File: config.mk
export PLATFORM = sky130hd
export DESIGN_NAME = sim_tape_dev
export DESIGN_NICKNAME = d
export VERILOG_FILES = /design/src/rtl/sim_dev_pkg.sv /design/src/rtl/sim_dev_mem.sv /design/src/rtl/sim_tape_dev.sv
export SDC_FILE = /design/constraint.sdc
export NUM_CORES = 1
export LEC_CHECK = 0
export ABC_CLOCK_PERIOD_IN_PS = 4700
export CORE_UTILIZATION = 30
export DETAILED_ROUTE_END_ITERATION = 6
export HOLD_SLACK_MARGIN = 0.06
export PLACE_DENSITY = 0.47
export SYNTH_ARGS = -nofsm -noshare
export SYNTH_HDL_FRONTEND = slang
export SYNTH_SLANG_ARGS = --single-unit
File: constraint.sdc
create_clock -name clk -period 4.7 [get_ports clk]
set_clock_uncertainty 0.05 [all_clocks]
set_input_delay 0.94 -clock clk [delete_from_list [all_inputs] [get_ports clk]]
set_output_delay 0.94 -clock clk [all_outputs]
set_load 0.005 [all_outputs]
File: src/rtl/sim_dev_pkg.sv
// Shared definitions for the simulated paper-tape reader / punch device.
// Holds the 5-bit code width and the reader and punch state encodings.
package sim_dev_pkg;

    localparam int CODE_W = 5;

    typedef enum logic [1:0] {
        RD_IDLE,
        RD_PRESENT,
        RD_GAP,
        RD_DONE
    } rd_state_e;

    typedef enum logic [1:0] {
        PU_WAIT,
        PU_DELAY,
        PU_ACK
    } pu_state_e;

endpackage

File: src/rtl/sim_dev_mem.sv
// Simple code memory: one write port, one registered read port.
// Ports:
//   clk, resetn   clock / async active-low reset (read register only)
//   we, waddr, wdata   write port
//   raddr, rdata       read port, rdata valid one cycle after raddr
// The storage array is deliberately not reset so tape/capture contents
// survive a device reset.
module sim_dev_mem #(
    parameter  int DEPTH = 64,
    parameter  int W     = 5,
    localparam int AW    = $clog2(DEPTH)
) (
    input  logic          clk,
    input  logic          resetn,
    input  logic          we,
    input  logic [AW-1:0] waddr,
    input  logic [W-1:0]  wdata,
    input  logic [AW-1:0] raddr,
    output logic [W-1:0]  rdata
);

    logic [W-1:0] mem [DEPTH];

    always_ff @(posedge clk) begin
        if (we) mem[waddr] <= wdata;
    end

    always_ff @(posedge clk or negedge resetn) begin
        if (!resetn) rdata <= '0;
        else         rdata <= mem[raddr];
    end

endmodule

File: src/rtl/sim_tape_dev.sv
// Simulated paper-tape device: a reader that streams a preloaded tape to
// the SoC over a val/rdy handshake, and a punch that acknowledges codes
// from the SoC after a programmable delay and captures them for readback.
// Ports:
//   clk, resetn                      clock, async active-low reset
//   ld_we/ld_addr/ld_data            tape memory load (ignored while busy)
//   ld_len, tape_start               tape length, start a read pass
//   dev_input_val/data/rdy           reader -> SoC stream
//   dev_output_rdy/data/ack          SoC -> punch handshake
//   rd_addr, rd_data                 capture buffer readback (1-cycle latency)
//   punch_count, punch_ovf           captured codes, sticky overflow
//   reader_busy, reader_done         reader status
module sim_tape_dev
    import sim_dev_pkg::*;
#(
    parameter  int IN_DEPTH  = 64,
    parameter  int OUT_DEPTH = 64,
    parameter  int ACK_DELAY = 2,
    parameter  int IN_GAP    = 1,
    localparam int IAW       = $clog2(IN_DEPTH),
    localparam int OAW       = $clog2(OUT_DEPTH)
) (
    input  logic              clk,
    input  logic              resetn,
    input  logic              ld_we,
    input  logic [IAW-1:0]    ld_addr,
    input  logic [CODE_W-1:0] ld_data,
    input  logic [IAW:0]      ld_len,
    input  logic              tape_start,
    output logic              dev_input_val,
    output logic [CODE_W-1:0] dev_input_data,
    input  logic              dev_input_rdy,
    input  logic              dev_output_rdy,
    input  logic [CODE_W-1:0] dev_output_data,
    output logic              dev_output_ack,
    input  logic [OAW-1:0]    rd_addr,
    output logic [CODE_W-1:0] rd_data,
    output logic [OAW:0]      punch_count,
    output logic              reader_busy,
    output logic              reader_done,
    output logic              punch_ovf
);

    localparam logic [3:0] GAP_LOAD = 4'(IN_GAP > 0 ? IN_GAP - 1 : 0);
    localparam logic [3:0] DLY_LOAD = 4'(ACK_DELAY > 0 ? ACK_DELAY - 1 : 0);

    // ---------------- reader ----------------
    rd_state_e         rd_state, rd_state_nxt;
    logic [IAW-1:0]    ptr, ptr_nxt;
    logic [IAW:0]      len_q, len_nxt;
    logic [3:0]        gap_cnt, gap_cnt_nxt;
    logic [CODE_W-1:0] tape_q;
    logic              xfer;

    always_comb begin
        rd_state_nxt = rd_state;
        ptr_nxt      = ptr;
        len_nxt      = len_q;
        gap_cnt_nxt  = gap_cnt;
        xfer         = (rd_state == RD_PRESENT) && dev_input_rdy;
        unique case (rd_state)
            RD_IDLE, RD_DONE: begin
                if (tape_start) begin
                    len_nxt      = ld_len;
                    ptr_nxt      = '0;
                    rd_state_nxt = (ld_len == '0) ? RD_DONE : RD_PRESENT;
                end
            end
            RD_PRESENT: begin
                if (xfer) begin
                    if (({1'b0, ptr} + (IAW+1)'(1)) == len_q) begin
                        rd_state_nxt = RD_DONE;
                    end else begin
                        ptr_nxt = ptr + IAW'(1);
                        if (IN_GAP != 0) begin
                            rd_state_nxt = RD_GAP;
                            gap_cnt_nxt  = GAP_LOAD;
                        end
                    end
                end
            end
            RD_GAP: begin
                if (gap_cnt == '0) rd_state_nxt = RD_PRESENT;
                else               gap_cnt_nxt  = gap_cnt - 4'd1;
            end
            default: rd_state_nxt = RD_IDLE;
        endcase
    end

    always_ff @(posedge clk or negedge resetn) begin
        if (!resetn) begin
            rd_state <= RD_IDLE;
            ptr      <= '0;
            len_q    <= '0;
            gap_cnt  <= '0;
        end else begin
            rd_state <= rd_state_nxt;
            ptr      <= ptr_nxt;
            len_q    <= len_nxt;
            gap_cnt  <= gap_cnt_nxt;
        end
    end

    assign dev_input_val  = (rd_state == RD_PRESENT);
    assign reader_busy    = (rd_state == RD_PRESENT) || (rd_state == RD_GAP);
    assign reader_done    = (rd_state == RD_DONE);
    // Read address follows the next pointer so the registered read data
    // lines up with the PRESENT cycle that offers it; writes are blocked
    // while busy, so the word stays stable until it is taken.
    assign dev_input_data = dev_input_val ? tape_q : '0;

    sim_dev_mem #(.DEPTH(IN_DEPTH), .W(CODE_W)) u_tape (
        .clk    (clk),
        .resetn (resetn),
        .we     (ld_we && !reader_busy),
        .waddr  (ld_addr),
        .wdata  (ld_data),
        .raddr  (ptr_nxt),
        .rdata  (tape_q)
    );

    // ---------------- punch ----------------
    pu_state_e  pu_state, pu_state_nxt;
    logic [3:0] dly_cnt, dly_cnt_nxt;
    logic       cap_full;

    // DELAY lasts ACK_DELAY cycles, so ack lands ACK_DELAY+1 cycles after
    // rdy is first sampled; with zero delay WAIT goes straight to ACK.
    always_comb begin
        pu_state_nxt = pu_state;
        dly_cnt_nxt  = dly_cnt;
        unique case (pu_state)
            PU_WAIT: begin
                if (dev_output_rdy) begin
                    if (ACK_DELAY == 0) begin
                        pu_state_nxt = PU_ACK;
                    end else begin
                        pu_state_nxt = PU_DELAY;
                        dly_cnt_nxt  = DLY_LOAD;
                    end
                end
            end
            PU_DELAY: begin
                if (!dev_output_rdy)     pu_state_nxt = PU_WAIT;
                else if (dly_cnt == '0)  pu_state_nxt = PU_ACK;
                else                     dly_cnt_nxt  = dly_cnt - 4'd1;
            end
            default: pu_state_nxt = PU_WAIT;
        endcase
    end

    assign dev_output_ack = (pu_state == PU_ACK);
    // Count saturates at OUT_DEPTH, which is exactly when its top bit sets.
    assign cap_full       = punch_count[OAW];

    always_ff @(posedge clk or negedge resetn) begin
        if (!resetn) begin
            pu_state    <= PU_WAIT;
            dly_cnt     <= '0;
            punch_count <= '0;
            punch_ovf   <= 1'b0;
        end else begin
            pu_state <= pu_state_nxt;
            dly_cnt  <= dly_cnt_nxt;
            if (dev_output_ack) begin
                if (cap_full) punch_ovf   <= 1'b1;
                else          punch_count <= punch_count + (OAW+1)'(1);
            end
        end
    end

    sim_dev_mem #(.DEPTH(OUT_DEPTH), .W(CODE_W)) u_capture (
        .clk    (clk),
        .resetn (resetn),
        .we     (dev_output_ack && !cap_full),
        .waddr  (punch_count[OAW-1:0]),
        .wdata  (dev_output_data),
        .raddr  (rd_addr),
        .rdata  (rd_data)
    );

endmodule

# Word-level counts from Yosys, hierarchy flattened
# Memories as Yosys holds them, arrays and structs flattened. A register that Yosys moved wholly into a read port is not among the register bits.
# Index checks and enable logic that the tools add are counted.
# totals
memories,2
reg_bits,33
out_inout_bits,22
in_bits,35
word_cells,83
mem_bits_rw,640
# classes
bitwise_logic,1
reduce_logical,23
add_sub_neg,5
n_mux,28
n_eq_ne,15
# mem_list
name,words,width,rd,rd_clocked_by_memory_dff,wr,line,rtl
u_capture.mem,64,5,1,1,1,sim_dev_mem.sv:22,logic [W-1:0] mem [DEPTH];
u_tape.mem,64,5,1,1,1,sim_dev_mem.sv:22,
# ops
operator,count
2-to-1 mux 4 bit,6
2-to-1 mux 6 bit,3
case mux 4 bit (2 select lines),2
2-to-1 mux 2 bit,7
"inequality test 2 bit, second input constant",7
case mux 6 bit (2 select lines),1
zero test 4 bit,2
AND reduction 2 bit,4
AND reduction 4 bit,2
"subtractor 4 x 1 -> 4 bit, second input constant",2
"adder 6 x 1 -> 7 bit, second input constant",1
"adder 7 x 1 -> 7 bit, second input constant",1
== test 7 bit,1
zero test 7 bit,1
2-to-1 mux 7 bit,1
"adder 6 x 1 -> 6 bit, second input constant",1
"== test 2 bit, second input constant",3
case mux 2 bit (3 select lines),1
2-to-1 mux 1 bit,5
2-to-1 mux 5 bit,1
"== test 2 x 1 -> 1 bit, second input constant",2
zero test 1 bit,4
zero test 2 bit,2
case mux 2 bit (2 select lines),1
8 further kinds,11

# Depth between registers and ports, before layout
# logic_depth
word_depth,6
ltp_mapped,17
mapped_depth_nobuf,13

# Hierarchy
# A second synthesis with hierarchy kept.
# unflattened
hier_cells,1424
hier_area_um2,27586.5
# modules_own_cells
module,instances,seq_area_each_um2,area_each_um2,cells_per_inst
sim_dev_mem,2,9734.3,12798.5,611
sim_tape_dev,1,825.8,1989.4,202

# Least setup slack after synthesis
# No wires, ideal clock.
# synth_path
path_type,reg2reg
start,reg ptr[0]
end,reg u_tape.rdata[0] (read register of u_tape.mem)
stages_incl_launch_ff,17
n_path_buf,5
synth_period_minus_slack_ps,3414
arrival_time_ps,3283
required_time_ps,4570
path_slack_ps,1286
setup_time_ps,80
path_cell_list,dfrtp_1 -> ha_1 -> and3_1 -> buf_6 -> a311oi_2 -> nand3_2 -> o31ai_4 -> mux2_4 -> buf_6 -> inv_2 -> buf_6 -> clkbuf_1 -> clkbuf_1 -> nand3_1 -> nand4_1 -> nand3_1 -> nor3_2
# synth_via
elab_chain_cells,5
elab_cells_between_ends,7
cone_classes,add/sub: 2; eq/ne: 1; mux: 4
# synth_lines
item,line,rtl
from (decl),sim_tape_dev.sv:49,"logic [IAW-1:0] ptr, ptr_nxt;"
from (signal assigned),sim_tape_dev.sv:98,ptr <= ptr_nxt;
adder 6 x 1 -> 7 bit,sim_tape_dev.sv:71,"if (({1'b0, ptr} + (IAW+1)'(1)) == len_q) begin"
== test 7 bit,sim_tape_dev.sv:71,
2-to-1 mux 6 bit,sim_tape_dev.sv:71,
2-to-1 mux 6 bit,sim_tape_dev.sv:70,if (xfer) begin
case mux 6 bit (2 select lines) *,sim_tape_dev.sv:61,unique case (rd_state)
to (decl),sim_dev_mem.sv:19,output logic [W-1:0] rdata
# Mark *: on every way between the ends. The rest lies on a longest branch, timed or not.
# A chain may end at the register's enable or synchronous reset.

# Worst setup path in the final report
# layout_path
start,reg ptr[0]
end,reg u_tape.rdata[2] (read register of u_tape.mem)
# Same word-level chain as after synthesis.

==> flow_summary.toml <==
[status]
status = "finished clean"

[place]
dpl-instance-area_mm2 = 0.0297
numPortBuffers = 56
dp_cells = 2882
dp_hpwl_um = 42800
gp_congestion = 0.815

[clock_network]
cts_tree = "yes"
hold_buffers = 0
cts_num_sinks = 683
cts_made_buffers = 76
cts_buffer_depth = 3
ctsResizeCount = 0
post-cts-setup-buffer-count = 0
htree_levels = 3
root_buffer = "clkbuf_16"
path_clk_slew_ps = 60
insertion_delay_ps = 620

[min_path]
min_path_type = "input port to async pin"

[synth]
synth_common_cells = "640 x edfxtp_1, 154 x nor2_1, 153 x nand2_1, 105 x mux4_2, 93 x a21oi_1"
synth_cells = 1708
synth-seq-area-share = 0.730
ys_ff_latch = 683
asyncSetResetFlopFracSynth = 0.0630
yosysWarnings = 0
synth_area_mm2 = 0.0278
syn_area_per_cell_um2 = 16.3
synth.top_cell.area_share = 0.691
synth_nets = 1752
synth_edf_count = 640
synth-main-ff-cell = "edfxtp_1"
synth.most_common_cell = "edfxtp_1"
ys_types = 58
yosys.area.top_type = "edfxtp_1"
synthTopCellsByArea = "edfxtp_1 69%, mux4_2 8.5%, dfrtp_1 3.9%"

[pwr]
p_leak_nw = 10.2
ir_drop_v = 0.000342
power_switching_share = 0.284
powerDensity_mw_per_mm2 = 496
p_clk_frac = 0.360
power.share.sequential = 0.435
p_int_mw = 11.4
power.share.combinational = 0.206
power_switching_mw = 4.52

[job]
maxCapViolations = 0

[floorplanning]
die_area_mm2 = 0.0939
coreArea_mm2 = 0.0917
initial_utilization = 0.303
die_w_um = 306
die_y_um = 306
num_rows = 111
io_pins = 57

[timing]
tns_ps = 0
fmax_mhz = 243
fin_crit_sh = 0.876
min_period_ps = 4120
worst_pin_slew_ps = 929
grt_setup_unrepaired = "false"
relSlewSlack = 0.381
hold_viol_final = 0
hold_slack_ps = 404
setup_violations = 0
maxSlewViolCount = 0

[grt]
antenna_found_initial = 1
grt_pass1_vias = 15500
use_met2 = 0.238
met1_usage = 0.205
grt_usage = 0.149
busiest_layer = "met2"
overflow = 0
grt_pass1_wl_um = 103000
grt_max_degree = 141
gr-usage-met3 = 0.0272

[setup_path]
regToRegEndpoint = "u_tape.rdata[2]"
worstPathRequired_ps = 5190
worstSetupPathType = "flip-flop to flip-flop"
endpoint_kind = "flip-flop"
path_max_fanout = 41
r2r_cells = 13
cp_top_family = "compound AO/OA/AOI/OAI gates"
path_buf_inv = 2
critPathSlowestCell = "dfrtp_1"
cp.arrival_ps = 4610
slowest_delay_ps = 470
crit_chain = "ha_1, and3_1, a311oi_2, nand3_2, o31ai_4, mux2_4, inv_2, buf_4, a21oi_1, a22o_1, a22oi_1, nand4_1, nor3_2"
reg2reg_setup_slack_ps = 580
timing.rr.start = "ptr[0]"
start_kind = "flip-flop"

[route]
routed_wl_um = 69400
firstDrtPassIters = 5
drc = 0
drt-initial-drc-count = 1411
detail_route.vias_per_cell = 5.06
vias = 15300
drtAntennaViolNets = 0
wl_per_cell_um = 23.0

[layout]
finalInstanceArea_mm2 = 0.0321
num-nets-final = 1818
finish.utilization = 0.350
synthToLayoutAreaGrowth_pct = 15.3
num-fill-cells = 8681
instances_no_fill = 3020
drive_above_1_share = 0.159
-- sequential cells by signal (all words and copies together) (netlist names) --
| register | count |
|---|---|
| u_tape.rdata | 5 |
| u_capture.mem | 320 |
| gap_cnt | 4 |
| u_tape.mem | 320 |
| dly_cnt | 4 |
| punch_ovf | 1 |
| punch_count | 7 |
| pu_state | 2 |
| len_q | 7 |
| u_capture.rdata | 5 |
| ptr | 6 |
| rd_state | 2 |
-- cells in the final DEF (no fill, tap or decap), drive strengths merged, types with 32 or more instances in the layout --
cell type      netlist  layout
nor2               155     155
a21oi               93      93
mux4               105     105
clkdlybuf4s50        0      43
and3                46      46
a22o                45      45
edfxtp             640     640
clkbuf              55     103
nand2              153     153
dfrtp               43      43
buf                 45      45
nand3               64      64
nand4               32      32
-- area by class of cell --
| class | instances | area, um2 | share of cell area |
|---|---|---|---|
| inverters | 14 | 55.1 | 0.00172 |
| multi-input cells | 911 | 7010 | 0.219 |
| clock buffers | 103 | 2070 | 0.0645 |
| flip-flops and latches | 683 | 20300 | 0.633 |
| repair buffers | 88 | 833 | 0.0260 |
| well taps | 1186 | 1480 | 0.0463 |
| clock inverters | 34 | 317 | 0.00987 |
| diodes | 1 | 2.50 | 0.0000781 |
-- worst register-to-register path: stages (launching register included) --
cell      delay [ps]
dfrtp_1          470
ha_1             330
and3_1           290
a311oi_2         360
nand3_2          170
o31ai_4          420
mux2_4           360
inv_2             80
buf_4            400
a21oi_1          110
a22o_1           250
a22oi_1          340
nand4_1          190
nor3_2           210
-- power by group through the flow --
stage | sequential [mW] | clock, mW | combinational [mW]
after floorplan | 7.00 | 0 | 2.28
after global placement | 7.04 | 0 | 3.25
after detailed placement | 7.04 | 0 | 3.28
after CTS | 6.91 | 5.88 | 3.30
after global routing | 6.93 | 6.07 | 3.59
final | 6.91 | 5.72 | 3.27
-- logic make-up (layout without fill, tap and decap cells) --
logic type / Yosys count / count (layout) / share of synthesized area
flops: 683 / 683 / 0.730
simple gates: 512 / 512 / 0.0865
compound gates: 230 / 230 / 0.0543
mux: 146 / 146 / 0.102
buf+inv: 114 / 239 / 0.0180
xor+xnor: 14 / 14 / 0.00540
fa+ha+maj: 9 / 9 / 0.00405
other cells: 0 / 1 / 0
-- metrics by stage --
| step | power (mW) | setup WS, ps |
|---|---|---|
| 2_1_floorplan | 9.28 | 1290 |
| 4_1_cts | 16.1 | 564 |
| 3_3_place_gp | 10.3 | 530 |
| 3_5_place_dp | 10.3 | 401 |
| 5_1_grt | 16.6 | 291 |
| 6_report | 15.9 | 584 |
-- metal layers --
metal | routed length, um | part of all wire
met1 | 30900 | 0.45
met2 | 33000 | 0.47
met3 | 4040 | 0.058
met4 | 1500 | 0.022
met5 | 13 | 0.00019
-- worst max path at each step --
stage	depth (start not counted)	slack, ps	start	endpoint
after floorplan	16	1290	ptr[0]	u_tape.rdata[0]
after global placement	13	530	dev_input_rdy	u_tape.rdata[0]
after detailed placement	13	400	dev_input_rdy	u_tape.rdata[0]
after CTS	13	560	ptr[0]	u_tape.rdata[0]
after global routing	13	290	ptr[0]	u_tape.rdata[0]
final	13	580	ptr[0]	u_tape.rdata[2]
No activity file was read; power rests on OpenSTA's default activity.
